--- src/rtl/forth_uart_port.sv ---
// Memory-mapped 8N1 UART for the forth_cpu ports region: DATA/STATUS/CONTROL/DIVISOR registers,
// 8-deep TX FIFO, single-byte RX holding register and a registered level interrupt.
module forth_uart_port #(
  parameter int CLK_DIV   = 16,
  parameter int FIFO_BITS = 3
) (
  input  logic        clk,
  input  logic        nreset,
  input  logic        sel,
  input  logic        mem_valid,
  input  logic        mem_nwr,
  input  logic [1:0]  mem_address,
  input  logic [15:0] mem_data_in,
  output logic [15:0] mem_data_out,
  output logic        mem_ready,
  output logic        interrupt,
  output logic        tx,
  input  logic        rx
);

  localparam int DEPTH = 1 << FIFO_BITS;

  typedef enum logic [1:0] {ST_IDLE, ST_START, ST_DATA, ST_STOP} uart_state_t;

  // Divisor values below 2 would leave no room for a mid-bit sample.
  function automatic logic [15:0] bit_len(input logic [15:0] d);
    return (d < 16'd2) ? 16'd2 : d;
  endfunction

  logic              accept, wr, data_rd, status_rd;
  logic [15:0]       divisor;
  logic [1:0]        control;
  logic [7:0]        fifo_mem [DEPTH];
  logic [FIFO_BITS:0] wr_ptr, rd_ptr;
  logic              fifo_empty, fifo_full, push_req, push_ok, pop;
  uart_state_t       tx_state, rx_state;
  logic [15:0]       tx_cnt, rx_cnt;
  logic [2:0]        tx_bit, rx_bit;
  logic [7:0]        tx_shift, rx_shift, rx_byte;
  logic              rx_s1, rx_s2, rx_d;
  logic              rxv, orun, ovf, ferr, rx_load, busy;
  logic [15:0]       status, rdata;

  assign accept     = sel & mem_valid & ~mem_ready;
  assign wr         = accept & ~mem_nwr;
  assign data_rd    = accept & mem_nwr & (mem_address == 2'd0);
  assign status_rd  = accept & mem_nwr & (mem_address == 2'd1);
  assign fifo_empty = (wr_ptr == rd_ptr);
  assign fifo_full  = (wr_ptr[FIFO_BITS] != rd_ptr[FIFO_BITS]) &&
                      (wr_ptr[FIFO_BITS-1:0] == rd_ptr[FIFO_BITS-1:0]);
  assign pop        = ~fifo_empty & ((tx_state == ST_IDLE) ||
                                     ((tx_state == ST_STOP) && (tx_cnt == 16'd0)));
  assign push_req   = wr & (mem_address == 2'd0);
  // A pop in the same cycle frees a slot, so a push onto a full FIFO still lands.
  assign push_ok    = push_req & (~fifo_full | pop);
  assign busy       = (tx_state != ST_IDLE);
  assign rx_load    = (rx_state == ST_STOP) && (rx_cnt == 16'd0);
  assign status     = {9'h0, ferr, ovf, orun, rxv, busy, fifo_full, fifo_empty};

  always_comb begin
    rdata = 16'h0;
    case (mem_address)
      2'd0: rdata = {8'h0, rx_byte};
      2'd1: rdata = status;
      2'd2: rdata = {14'h0, control};
      2'd3: rdata = divisor;
      default: rdata = 16'h0;
    endcase
  end

  always_ff @(posedge clk) begin
    if (push_ok) fifo_mem[wr_ptr[FIFO_BITS-1:0]] <= mem_data_in[7:0];
  end

  always_ff @(posedge clk) begin
    if (!nreset) begin
      wr_ptr <= '0;
      rd_ptr <= '0;
    end else begin
      if (push_ok) wr_ptr <= wr_ptr + 1'b1;
      if (pop)     rd_ptr <= rd_ptr + 1'b1;
    end
  end

  // Transmit shifter: bit 0 goes out at the end of START, so DATA emits bits 1..7.
  always_ff @(posedge clk) begin
    if (!nreset) begin
      tx_state <= ST_IDLE;
      tx       <= 1'b1;
      tx_cnt   <= '0;
      tx_bit   <= '0;
    end else begin
      case (tx_state)
        ST_IDLE: begin
          if (pop) begin
            tx_state <= ST_START;
            tx       <= 1'b0;
            tx_cnt   <= bit_len(divisor) - 16'd1;
            tx_shift <= fifo_mem[rd_ptr[FIFO_BITS-1:0]];
          end
        end
        ST_START: begin
          if (tx_cnt == 16'd0) begin
            tx_state <= ST_DATA;
            tx       <= tx_shift[0];
            tx_shift <= {1'b0, tx_shift[7:1]};
            tx_bit   <= '0;
            tx_cnt   <= bit_len(divisor) - 16'd1;
          end else tx_cnt <= tx_cnt - 16'd1;
        end
        ST_DATA: begin
          if (tx_cnt == 16'd0) begin
            tx_cnt <= bit_len(divisor) - 16'd1;
            if (tx_bit == 3'd7) begin
              tx_state <= ST_STOP;
              tx       <= 1'b1;
            end else begin
              tx       <= tx_shift[0];
              tx_shift <= {1'b0, tx_shift[7:1]};
              tx_bit   <= tx_bit + 3'd1;
            end
          end else tx_cnt <= tx_cnt - 16'd1;
        end
        ST_STOP: begin
          if (tx_cnt == 16'd0) begin
            tx_cnt <= bit_len(divisor) - 16'd1;
            if (pop) begin
              tx_state <= ST_START;
              tx       <= 1'b0;
              tx_shift <= fifo_mem[rd_ptr[FIFO_BITS-1:0]];
            end else begin
              tx_state <= ST_IDLE;
              tx       <= 1'b1;
            end
          end else tx_cnt <= tx_cnt - 16'd1;
        end
        default: tx_state <= ST_IDLE;
      endcase
    end
  end

  // Receiver: the half-bit delay from the falling edge lands later samples at mid-bit.
  always_ff @(posedge clk) begin
    if (!nreset) begin
      rx_s1    <= 1'b1;
      rx_s2    <= 1'b1;
      rx_d     <= 1'b1;
      rx_state <= ST_IDLE;
      rx_cnt   <= '0;
      rx_bit   <= '0;
    end else begin
      rx_s1 <= rx;
      rx_s2 <= rx_s1;
      rx_d  <= rx_s2;
      case (rx_state)
        ST_IDLE: begin
          if (rx_d & ~rx_s2) begin
            rx_state <= ST_START;
            rx_cnt   <= (bit_len(divisor) >> 1) - 16'd1;
          end
        end
        ST_START: begin
          if (rx_cnt == 16'd0) begin
            if (rx_s2) rx_state <= ST_IDLE;
            else begin
              rx_state <= ST_DATA;
              rx_bit   <= '0;
              rx_cnt   <= bit_len(divisor) - 16'd1;
            end
          end else rx_cnt <= rx_cnt - 16'd1;
        end
        ST_DATA: begin
          if (rx_cnt == 16'd0) begin
            rx_shift <= {rx_s2, rx_shift[7:1]};
            rx_cnt   <= bit_len(divisor) - 16'd1;
            if (rx_bit == 3'd7) rx_state <= ST_STOP;
            else rx_bit <= rx_bit + 3'd1;
          end else rx_cnt <= rx_cnt - 16'd1;
        end
        ST_STOP: begin
          if (rx_cnt == 16'd0) rx_state <= ST_IDLE;
          else rx_cnt <= rx_cnt - 16'd1;
        end
        default: rx_state <= ST_IDLE;
      endcase
    end
  end

  // Bus side: registers, sticky flags and the interrupt; a same-cycle set beats a read-clear.
  always_ff @(posedge clk) begin
    if (!nreset) begin
      mem_ready    <= 1'b0;
      mem_data_out <= 16'h0;
      control      <= 2'b00;
      divisor      <= 16'(CLK_DIV);
      rx_byte      <= 8'h0;
      rxv          <= 1'b0;
      orun         <= 1'b0;
      ovf          <= 1'b0;
      ferr         <= 1'b0;
      interrupt    <= 1'b0;
    end else begin
      mem_ready    <= accept;
      mem_data_out <= (accept & mem_nwr) ? rdata : 16'h0;
      if (wr && mem_address == 2'd2) control <= mem_data_in[1:0];
      if (wr && mem_address == 2'd3) divisor <= mem_data_in;
      if (rx_load) begin
        rx_byte <= rx_shift;
        rxv     <= 1'b1;
      end else if (data_rd) rxv <= 1'b0;
      if (rx_load && rxv)       orun <= 1'b1;
      else if (status_rd)       orun <= 1'b0;
      if (push_req && !push_ok) ovf  <= 1'b1;
      else if (status_rd)       ovf  <= 1'b0;
      if (rx_load && !rx_s2)    ferr <= 1'b1;
      else if (status_rd)       ferr <= 1'b0;
      interrupt <= (control[0] & fifo_empty & ~busy) | (control[1] & rxv);
    end
  end

endmodule

--- config.mk ---
export PLATFORM = sky130hd
export DESIGN_NAME = forth_uart_port
export DESIGN_NICKNAME = d
export VERILOG_FILES = /design/src/rtl/forth_uart_port.sv
export SDC_FILE = /design/constraint.sdc
export NUM_CORES = 1
export LEC_CHECK = 0
export ABC_AREA = 1
export BUFFER_PORTS_ARGS = -buffer_cell sky130_fd_sc_hd__clkbuf_2
export CAP_MARGIN = 30
export CORE_UTILIZATION = 50
export DETAILED_ROUTE_END_ITERATION = 16
export GPL_TIMING_DRIVEN = 0
export PLACE_DENSITY_LB_ADDON = 0.1
export SLEW_MARGIN = 10
export SYNTH_ARGS = -nofsm -noshare
export SYNTH_HDL_FRONTEND = slang
export SYNTH_SLANG_ARGS = --single-unit
--- constraint.sdc ---
create_clock -name clk -period 2.9 [get_ports clk]
set_input_delay 0.58 -clock clk [delete_from_list [all_inputs] [get_ports clk]]
set_output_delay 0.58 -clock clk [all_outputs]
set_load 0.005 [all_outputs]
# ---- After elaboration in Yosys (flattened, before gate mapping)
# Memories as Yosys holds them, arrays and structs flattened. A register that Yosys moved wholly into a read port is not among the register bits.
# Cells that the tools add are included.
# W data, S select, Z words.
dict set report totals {
  n_memories 1
  ram_bits 64
  register_bits 118
}
# name depth width read_ports rd_ports_with_merged_regs write_ports line_no
set mem_list {}
lappend mem_list {fifo_mem 8 8 1 1 1 33} ;# logic [7:0] fifo_mem [DEPTH];
dict set report op_classes {
  muxes 57
  reduce_logical 33
  magnitude_cmp 1
  n_eq_ne 29
  add_sub_neg 8
  n_bitwise 21
}
# op count
set ops {}
lappend ops {{$mux W16} 8}
lappend ops {{$pmux W16 S4} 2}
lappend ops {{$sub A16 B1 Y16 const B} 3}
lappend ops {{$mux W8} 5}
lappend ops {{$logic_not A16 Y1} 2}
lappend ops {{$pmux W16 S2} 1}
lappend ops {{$pmux W8 S4} 1}
lappend ops {{$mux W3} 9}
lappend ops {{$ne A2 B2 Y1 const B} 12}
lappend ops {{$mux W2} 11}
lappend ops {{$reduce_and A5 Y1} 4}
lappend ops {{$lt A16 B2 Y1 const B} 1}
lappend ops {{$pmux W2 S4} 2}
lappend ops {{$sub A15 B1 Y16 const B} 1}
lappend ops {{$mux W1} 15}
lappend ops {{$reduce_bool A2 Y1} 7}
lappend ops {{$and A1 B1 Y1} 13}
lappend ops {{$eq A2 B2 Y1 const B} 6}
lappend ops {{$pmux W3 S2} 2}
lappend ops {{$add A4 B1 Y4 const B} 2}
lappend ops {{$logic_and A1 B1 Y1} 8}
lappend ops {{$reduce_and A4 Y1} 2}
lappend ops {{$add A3 B1 Y3 const B} 2}
lappend ops {{$eq A2 B1 Y1 const B} 3}
lappend ops {{15 further kinds} 27}

# ---- Depth between registers and ports, before layout
# Gate-level depths: netlist of the first run.
dict set report depth {
  ltp_word 9
  ltp_mapped 18
  depth_no_buf 17
}

# ---- Least setup slack after synthesis of the first run
# OpenSTA, ideal clock, no wires.
dict set report synth_timing {
  path_type {register -> register}
  start {reg divisor[4]}
  end {reg rx_cnt[13]}
  path_stages_with_launch 18
  synth_period_minus_slack_ns 2.169
  required_ns 2.830
  t_arrival_ns 2.099
  path_slack_ns 0.731
  path_buffers 0
  setup_ns 0.070
  path_cell_list {dfxtp_1 > nor2_4 > nand2_4 > nor2_4 > nand2_4 > nand2_4 > inv_1 > ha_1 > nand2_2 > nor2_4 > nand2_2 > nor2_2 > nand2_1 > xor2_1 > nand2_1 > o21ai_2 > nand2_1 > a21oi_1}
}
dict set report synth_via {
  elab_chain_len 6
  word_cells_on_any_way 9
  classes_between {add/sub (2); order compare (1); mux (6)}
}
# item line_no
set synth_rtl {}
lappend synth_rtl {{from (decl)} 31} ;# logic [15:0] divisor;
lappend synth_rtl {{from (signal assigned)} 195} ;# divisor <= 16'(CLK_DIV);
lappend synth_rtl {{from (signal assigned)} 206} ;# if (wr && mem_address == 2'd3) divisor <= mem_data_in;
lappend synth_rtl {{$lt A16 B2 Y1} 27} ;# return (d < 16'd2) ? 16'd2 : d;
lappend synth_rtl {{$mux W16 (*)} 27}
lappend synth_rtl {{$sub A16 B1 Y16} {168, 175}}
lappend synth_rtl {{$mux W16} 164} ;# if (rx_s2) rx_state <= ST_IDLE;
lappend synth_rtl {{$mux W16} 163} ;# if (rx_cnt == 16'd0) begin
lappend synth_rtl {{$pmux W16 S4 (*)} 155} ;# case (rx_state)
lappend synth_rtl {{to (signal assigned)} 168} ;# rx_cnt <= bit_len(divisor) - 16'd1;
lappend synth_rtl {{to (signal assigned)} 170} ;# end else rx_cnt <= rx_cnt - 16'd1;
lappend synth_rtl {{to (signal assigned)} 175} ;# rx_cnt <= bit_len(divisor) - 16'd1;
lappend synth_rtl {{to (decl)} 37} ;# logic [15:0] tx_cnt, rx_cnt;
# Mark *: on every way between the ends. The rest lies on a longest branch, timed or not. The select of a mux whose other input is x is not followed.
# A chain may end at the register's enable or synchronous reset.

# ---- Worst setup path in the final report of the first run
dict set report layout_timing {
  start {reg tx_cnt[0]}
  end {mem fifo_mem[4][5], enable pin}
}
dict set report layout_via {
  elab_chain_len 8
}
# item line_no
set layout_rtl {}
lappend layout_rtl {{from (decl)} 37}
lappend layout_rtl {{from (signal assigned)} 98} ;# tx_cnt <= bit_len(divisor) - 16'd1;
lappend layout_rtl {{from (signal assigned)} 108} ;# tx_cnt <= bit_len(divisor) - 16'd1;
lappend layout_rtl {{from (signal assigned)} 109} ;# end else tx_cnt <= tx_cnt - 16'd1;
lappend layout_rtl {{$logic_not A16 Y1} 52} ;# ((tx_state == ST_STOP) && (tx_cnt == 16'd0)));
lappend layout_rtl {{$logic_and A1 B1 Y1} 52}
lappend layout_rtl {{$logic_or A1 B1 Y1} 51} ;# assign pop = ~fifo_empty & ((tx_state == ST_IDLE) ||
lappend layout_rtl {{$and A1 B1 Y1} 51}
lappend layout_rtl {{$or A1 B1 Y1} 55} ;# assign push_ok = push_req & (~fifo_full | pop);
lappend layout_rtl {{$and A1 B1 Y1} 55}
lappend layout_rtl {{$mux W1} 72} ;# if (push_ok) fifo_mem[wr_ptr[FIFO_BITS-1:0]] <= mem_data_in[7:0];
lappend layout_rtl {{$mux W1 (implied by the code)} 72}
lappend layout_rtl {{to (decl)} 33}
# Every way passes these cells.

==> qor.log, run 1 <==
[outcome] outcome complete, no violations
[clock_network] number of setup buffers added after CTS 0
[setup_path] slowest library cell on the worst path sky130_fd_sc_hd__nor2_1
[setup_path] slack of the worst reg-to-reg path 0.24 ns
[power_and_ir_drop] P_leak 4.12 nW
[route] final wirelength 24,500 um
[clock_network] H-Tree Level Count 4
[route] drt drc 0
[run] count of max-cap constraint violations 0
[sta] maximum clock rate 376 MHz
[worst_hold_path] Hold Crit Start rx
[synth] count of mapped cells out of synthesis 1,102
[synth] fraction of the yosys area taken by sequential cells 49.3%
[power_and_ir_drop] power per standard cell area 936 nW/um2
[sta] final worst setup slack 0.242 ns
[clock_network] root buf cell sky130_fd_sc_hd__clkbuf_16
[global_routing] antenna violations before repair 0
[route] Wirelength per Cell 17.4 um
[global_routing] maximum number of pins on one net before global-route repair 20
[setup_path] crit path cell chain inv_1 -> ha_1 -> nand2_1 -> nor2_1 -> nand3_1 -> o21ai_1 -> nand2_1 -> nand2_1 -> nand2_2 -> inv_2 -> nand2_2 -> nor2_1
[clock_network] buffers from clock root to sink, at most 2
[synth] Post-Synthesis Mean Instance Area 8.29 um2
[setup_path] CP most frequent cell sky130_fd_sc_hd__nand2_1
[setup_path] cells on worst reg2reg path 12
[floorplan] Initial Util 50.9%
[sta] Worst slew margin 39.1%
[global_routing] remaining global-route overflow 0
[synth] post-synthesis instance area 9140 um2
[synth] Synth Net Count 1,147
[worst_hold_path] class of the worst hold path input pin to flip-flop
[setup_path] endpoint of the most critical register-to-register path fifo_mem[4][5]
[sta] setup repair after global routing missed its margin no
[finish] finished layout cell area 10,300 um2
[setup_path] kind of end point of the critical path flip-flop
[setup_path] reg-to-reg critical path startpoint tx_cnt[0]
[route] routed vias 7,725
[setup_path] critical path startpoint category flip-flop
[route] number of violations reported at the end of detailed-routing iteration 0 721
[route] number of optimization iterations in the first detailed-route pass 6
[placed_design] post-placement setup slack -0.0968 ns
[sta] final critical-path required period 2.66 ns
[clock_network] clock latency of the later-clocked register in the worst-skew pair 0.44 ns
[finish] top library cells by usage in the layout, fill and taps aside sky130_fd_sc_hd__nand2_1, sky130_fd_sc_hd__nor2_1, sky130_fd_sc_hd__dfxtp_1
[clock_network] number of buffers created by CTS 17
[setup_path] worst-path maximum fanout 8
[synth] Syn. warnings 0
[worst_hold_path] depth of the worst hold-timing path 2
[sta] final worst clock skew 0.00952 ns
[finish] total of fill cells in the finished design 1,656
[floorplan] I/O pin cnt 43
[worst_hold_path] endpoint with the worst hold slack rx_s1
[route] Routed Antenna Nets 0
[sta] Setup Total Neg Slack 0 ns
[synth] library cells used by synthesis 49
[power_and_ir_drop] Max VDD drop 0.000514 V
[finish] synthesis-to-finish area growth 12.2%
[power_and_ir_drop] PnR Total Power 9.60 mW
[floorplan] core footprint 18,000 um2
[floorplan] DIE HEIGHT 137 um
[floorplan] Horiz. Die Dim 137 um
[sta] worst slew pin tran 0.913 ns
[sta] number of max-slew violations in the final report 0
[sta] setup-violating endpoint count in the final report 0
[floorplan] number of rows in the core area 49
[setup_path] worst setup path startpoint tx_cnt[0]
[global_routing] global-route wire length before repair 38,100 um
[clock_network] Clock Pin Slew Worst Setup and Hold Paths 0.07 ns
[finish] NumNets Final 1,208
[sta] count of endpoints failing hold in the final timing report 0
[finish] layout cells sized above 1 13.6%
[global_routing] combined global-route utilization of all metal layers 27.5%
[placed_design] instance area after placement 9640 um2
[route] number of vias per cell 5.50
[global_routing] vias in the first global route 7,127
[sta] final worst path period share 91.6%
[setup_path] Crit Path Category flip-flop to flip-flop
[floorplan] die outline area 18,800 um2
[clock_network] Sinks on Clock Net 185
[placed_design] count of port buffers added during placement 42
[finish] n_diodes 0
[setup_path] stage delay of the slowest cell on the critical path 0.64 ns
[placed_design] Routability Congestion 0.913
[setup_path] Critical Path RT 2.97 ns
[synth] synthesis-stage register bit count 185
[finish] leading cell type in the layout, fill and taps excluded sky130_fd_sc_hd__nand2_1
[setup_path] worst endpoint data arrival time 2.72 ns
[placed_design] total half-perimeter wirelength after legalization and detailed placement 17,900 um
[clock_network] CTS tree built
## worst max-delay path: cells and delay by family, from the launching register on
family | cells | cell delay, ns
buf+inv | 2 | 0.20
flops | 1 | 0.33
compound gates | 1 | 0.16
fa+ha+maj | 1 | 0.22
simple gates | 8 | 1.38
## how the worst max path moves through the flow
stage,slack [ns],end,cells past startpoint
2_1_floorplan,0.73,rx_cnt[13],17
3_3_place_gp,-0.1,fifo_mem[5][1],8
3_5_place_dp,-0.1,fifo_mem[7][3],8
4_1_cts,0.07,fifo_mem[7][5],12
5_1_grt,0.004,fifo_mem[4][7],12
6_report,0.24,fifo_mem[4][5],12
## synthesized netlist by cell type, drive strengths merged
cell / count / area, um2
nand2: 206 / 838
nor2: 157 / 686
o21ai: 137 / 693
dfxtp: 105 / 2100
inv: 101 / 379
a21oi: 86 / 430
edfxtp: 80 / 2400
nand3: 53 / 288
xor2: 30 / 263
clkbuf: 25 / 93.8
nor3: 25 / 146
ha: 21 / 263
buf: 14 / 90.1
o211ai: 8 / 60.1
o221ai: 8 / 70.1
a31oi: 6 / 37.5
nand4: 6 / 37.5
o22ai: 5 / 31.3
or2: 4 / 25.0
xnor2: 4 / 35.0
clkinv: 3 / 13.8
nand3b: 3 / 22.5
o21bai: 3 / 22.5
a211oi: 2 / 20.0
a221oi: 2 / 17.5
nor4: 2 / 12.5
and3b: 1 / 8.76
mux2i: 1 / 10.0
nor3b: 1 / 12.5
o211a: 1 / 10.0
o21a: 1 / 7.51
or3: 1 / 6.26
## sequential cells by signal, indices dropped and copies added, names as in the netlist, 8 cells and up, named ones only
signal,count
rx_shift,8
mem_data_out,16
divisor,16
rx_byte,8
tx_shift,8
fifo_mem,64
tx_cnt,16
rx_cnt,16
## power by group
group | internal (mW) | switching [mW] | total [mW]
combinational | 1.27 | 2.62 | 3.89
sequential | 3.06 | 0.310 | 3.37
clock | 1.18 | 1.16 | 2.34
## routing by layer
layer | track usage [%] | share of wire (%) | wire length (um) | vias up
met5 | 0 | 0 | 0 | -
met4 | 9.77 | 2.3 | 555 | 0
met3 | 4.63 | 5.5 | 1340 | 41
met2 | 44.0 | 47 | 11400 | 232
met1 | 37.4 | 46 | 11100 | 3628
li1 | - | - | - | 3824
## what timing repair did
action | CTS | global route
hold buffers | 0 | 0
resized for setup | 0 | 9
setup endpoints to repair | 0 | 29
## cell families after synthesis
logic type,count (synthesis),synth area share [%]
xor+xnor,34,3.26
fa+ha+maj,21,2.88
flops,185,49.3
mux,1,0.110
simple gates,459,22.8
compound gates,259,15.3
buf+inv,143,6.31
## cell type report
| type | instances | area, um2 | area share [%] |
|---|---|---|---|
| clock buffer | 18 | 439 | 4.28 |
| multi-input combinational | 774 | 4080 | 39.8 |
| tap | 229 | 287 | 2.79 |
| timing repair buffer | 42 | 210 | 2.05 |
| sequential | 185 | 4510 | 44.0 |
| inverter | 104 | 393 | 3.83 |
| buffer | 39 | 184 | 1.79 |
| clock inverter | 14 | 153 | 1.49 |
## per-stage QoR
stage	instances	util (%)	hold slack, ns
after floorplan	1102	-	0.393
after global placement	1373	53.6	0.397
after detailed placement	1373	53.6	0.412
after CTS	1405	56.9	0.317
after global routing	1405	57.1	0.327
final	1405	57.1	0.326
Note: power is estimated with default switching activity, not from simulation.
==> inputs of run 2 (changes only) <==
BUFFER_PORTS_ARGS = not set   (was -buffer_cell sky130_fd_sc_hd__clkbuf_2)
DONT_BUFFER_PORTS = 1   (was not set)
==> run 2 against run 1 <==
  * Non-clock buffer count down 41
  * Utilization down 1.1 points
  * Sequential power hardly changed
  * Largest cell class unchanged
  * Global-route usage grew 0.13 points
  * Sequential share of layout area rose by 0.80 points
  * Largest power group unchanged
  * Clock skew up 0.0033 ns
  * Critical path type unchanged
  * Via count is 1.6% lower
==> qor.log, run 2 (synthesis results as in run 1) <==
[finish] top library cells by usage in the layout, fill and taps aside sky130_fd_sc_hd__nand2_1, sky130_fd_sc_hd__nor2_1, sky130_fd_sc_hd__dfxtp_1
[clock_network] Sinks on Clock Net 185 [unchanged]
[route] number of violations reported at the end of detailed-routing iteration 0 608 [-16%]
[route] drt drc 0 [unchanged]
[finish] NumNets Final 1,167 [-3.4%]
[placed_design] Routability Congestion 0.912 [about the same]
[finish] n_diodes 0 [unchanged]
[finish] non-filler instance count after layout 1,364 [-2.9%]
[route] detailed-route wire length on metal 1 11,400 um [+2.7%]
[run] count of max-cap constraint violations 0 [unchanged]
[finish] total of fill cells in the finished design 1,680 [+1.4%]
[global_routing] vias in the first global route 7,057 [-0.98%]
[power_and_ir_drop] power per standard cell area 952 nW/um2 [+1.7%]
[power_and_ir_drop] portion of total power attributed to combinational logic 40.3% [-0.2 points]
[sta] count of endpoints failing hold in the final timing report 0 [unchanged]
[power_and_ir_drop] share of total power in the clock network 24.5% [about the same]
[clock_network] Clock Pin Slew Worst Setup and Hold Paths 0.08 ns [about the same]
[global_routing] global-route wire length before repair 38,600 um [+1.3%]
[route] sum of met2 wire segment lengths after detailed routing 11,700 um [+2.1%]
[setup_path] critical path startpoint category flip-flop
[sta] maximum clock rate 373 MHz [-0.83%]
[setup_path] worst-path maximum fanout 8 [unchanged]
[placed_design] number of cells after detailed placement 1,331 [-3.1%]
[finish] finished layout cell area 10,100 um2 [-1.8%]
[setup_path] worst endpoint data arrival time 2.75 ns [+0.03 ns]
[global_routing] maximum number of pins on one net before global-route repair 20 [unchanged]
[clock_network] H-Tree Level Count 4 [unchanged]
[power_and_ir_drop] internal power 5.52 mW [+0.31%]
[setup_path] slowest library cell on the worst path sky130_fd_sc_hd__nor2_1
[route] number of optimization iterations in the first detailed-route pass 6 [unchanged]
[route] Routed Antenna Nets 0 [unchanged]
[power_and_ir_drop] PnR Total Power 9.58 mW [-0.21%]
[global_routing] remaining global-route overflow 0 [unchanged]
[finish] area taken by multi-input logic gates 4090 um2 [+0.18%]
[sta] final worst path period share 92.4% [+0.76 points]
[floorplan] Initial Util 50.9% [unchanged]
[setup_path] Critical Path RT 2.97 ns [about the same]
[route] routed vias 7,603 [-1.6%]
[placed_design] total half-perimeter wirelength after legalization and detailed placement 18,200 um [+1.4%]
[clock_network] root buf cell sky130_fd_sc_hd__clkbuf_16
[power_and_ir_drop] sequential share of power 35.3% [+0.2 points]
[setup_path] CP most frequent cell sky130_fd_sc_hd__nand2_1
[sta] final worst setup slack 0.220 ns [-0.0222 ns]
[sta] setup-violating endpoint count in the final report 0 [unchanged]
[sta] final worst clock skew 0.0129 ns [+0.00335 ns]
[setup_path] crit path cell chain inv_1 -> ha_1 -> nand2_1 -> nor2_1 -> nand3_1 -> o21ai_1 -> nand2_1 -> nand2_1 -> nand2_2 -> inv_2 -> nand2_1 -> nor2_1
[clock_network] CTS tree built
[route] highest routed metal layer met4
[floorplan] DIE HEIGHT 137 um [unchanged]
[power_and_ir_drop] Max VDD drop 0.000420 V [-18%]
[finish] leading cell type in the layout, fill and taps excluded sky130_fd_sc_hd__nand2_1
[setup_path] Crit Path Category flip-flop to flip-flop
[power_and_ir_drop] switching part of the total power 42.4% [-0.30 points]
[placed_design] post-placement setup slack 0.0512 ns [+0.148 ns]
[finish] flip-flop and latch area 4500 um2 [about the same]
[sta] number of max-slew violations in the final report 0 [unchanged]
[finish] synthesis-to-finish area growth 10.2%
[placed_design] instance area after placement 9430 um2 [-2.2%]
[sta] worst slew pin tran 0.796 ns [-0.117 ns]
[power_and_ir_drop] P_leak 3.95 nW [-4.1%]
[global_routing] combined global-route utilization of all metal layers 27.6% [+0.13 points]
[setup_path] kind of end point of the critical path flip-flop
[sta] final critical-path required period 2.68 ns [+0.0222 ns]
[floorplan] core footprint 18,000 um2 [unchanged]
[clock_network] number of gates resized after cts 0 [unchanged]
[placed_design] count of port buffers added during placement 0 [-100%]
[floorplan] number of rows in the core area 49 [unchanged]
[clock_network] buffers from clock root to sink, at most 2 [unchanged]
[floorplan] die outline area 18,800 um2 [unchanged]
[route] number of vias per cell 5.57 [+1.4%]
[global_routing] antenna violations before repair 0 [unchanged]
[power_and_ir_drop] switching power 4.06 mW [-0.90%]
[finish] number of flip-flops under the largest register name 64 [unchanged]
[route] Wirelength per Cell 18.2 um [+4.5%]
[outcome] outcome complete, no violations
[clock_network] number of setup buffers added after CTS 0 [unchanged]
[sta] final hold slack 0.227 ns [-0.0983 ns]
[worst_hold_path] class of the worst hold path input pin to flip-flop
[setup_path] crit-path leading delay family simple AND/OR/NAND/NOR gates
[sta] Worst slew margin 46.6% [+7.5 points]
[clock_network] clock latency of the later-clocked register in the worst-skew pair 0.44 ns [about the same]
[floorplan] Horiz. Die Dim 137 um [unchanged]
[setup_path] stage delay of the slowest cell on the critical path 0.62 ns [-0.02 ns]
[floorplan] I/O pin cnt 43 [unchanged]
[route] wire length on met3 1420 um [+5.4%]
[route] final wirelength 24,800 um [+1.4%]
[finish] layout cells sized above 1 10.0% [-3.6 points]
[setup_path] worst path buffer plus inverter count 2 [unchanged]
[clock_network] Hold-fix buffers, CTS 0 [unchanged]
[clock_network] number of buffers created by CTS 17 [unchanged]
run 2: cell count changes in the layout (fill, tap and decap cells not counted), sizes merged:
| cell | delta |
|---|---|
| buf | +1 |
| inv | -1 |
| clkbuf | -40 |
| clkinvlp | -1 |
run 2: stage by stage:
stage               setup TNS (ns)  util (%)
floorplan                        0         -
global placement                 0      52.4
detailed placement               0      52.5
CTS                              0      55.8
global route             -0.000743      56.0
finish                           0      56.0
run 2: power by group through the flow:
stage | sequential [mW] | combinational [mW] | clock [mW]
4_1_cts | 3.38 | 3.83 | 2.37
3_3_place_gp | 3.43 | 3.77 | 0
3_5_place_dp | 3.43 | 3.80 | 0
5_1_grt | 3.43 | 4.29 | 2.48
6_report | 3.38 | 3.86 | 2.35
2_1_floorplan | 3.34 | 2.89 | 0
run 2: worst reg2reg max path: cells and delay by family, from the launching register on:
kind                       cells  cell delay (ns)
buffers and inverters          2             0.21
adders and majority gates      1             0.21
and+or+nand+nor                8             1.41
AOI/OAI and AO/OA              1             0.14
DFF                            1             0.34
run 2: per-layer routing:
layer | vias up | GRT usage (%)
met5 | - | 0
met4 | 0 | 7.02
met3 | 25 | 5.22
met2 | 226 | 44.5
met1 | 3617 | 38.0
li1 | 3735 | -
run 2: final cells by class:
cell class / count / share of cell area, %
Tap cell: 229 / 2.85
Multi-Input combinational cell: 774 / 40.6
Clock buffer: 20 / 4.55
Buffer: 39 / 1.83
Timing Repair Buffer: 1 / 0.0746
Clock inverter: 12 / 1.42
Inverter: 104 / 3.90
Sequential cell: 185 / 44.8
run 2: path summary, 6_finish.rpt:
| kind | start | endpoint | slack, ns | cells after the start |
|---|---|---|---|---|
| min reg2reg | rx_s1 | rx_s2 | 0.42 | 1 |
| max | tx_cnt[0] | fifo_mem[3][2] | 0.22 | 12 |
| max reg2reg | tx_cnt[0] | fifo_mem[3][2] | 0.22 | 12 |
| min | mem_data_in[2] | fifo_mem[5][2] | 0.23 | 0 |
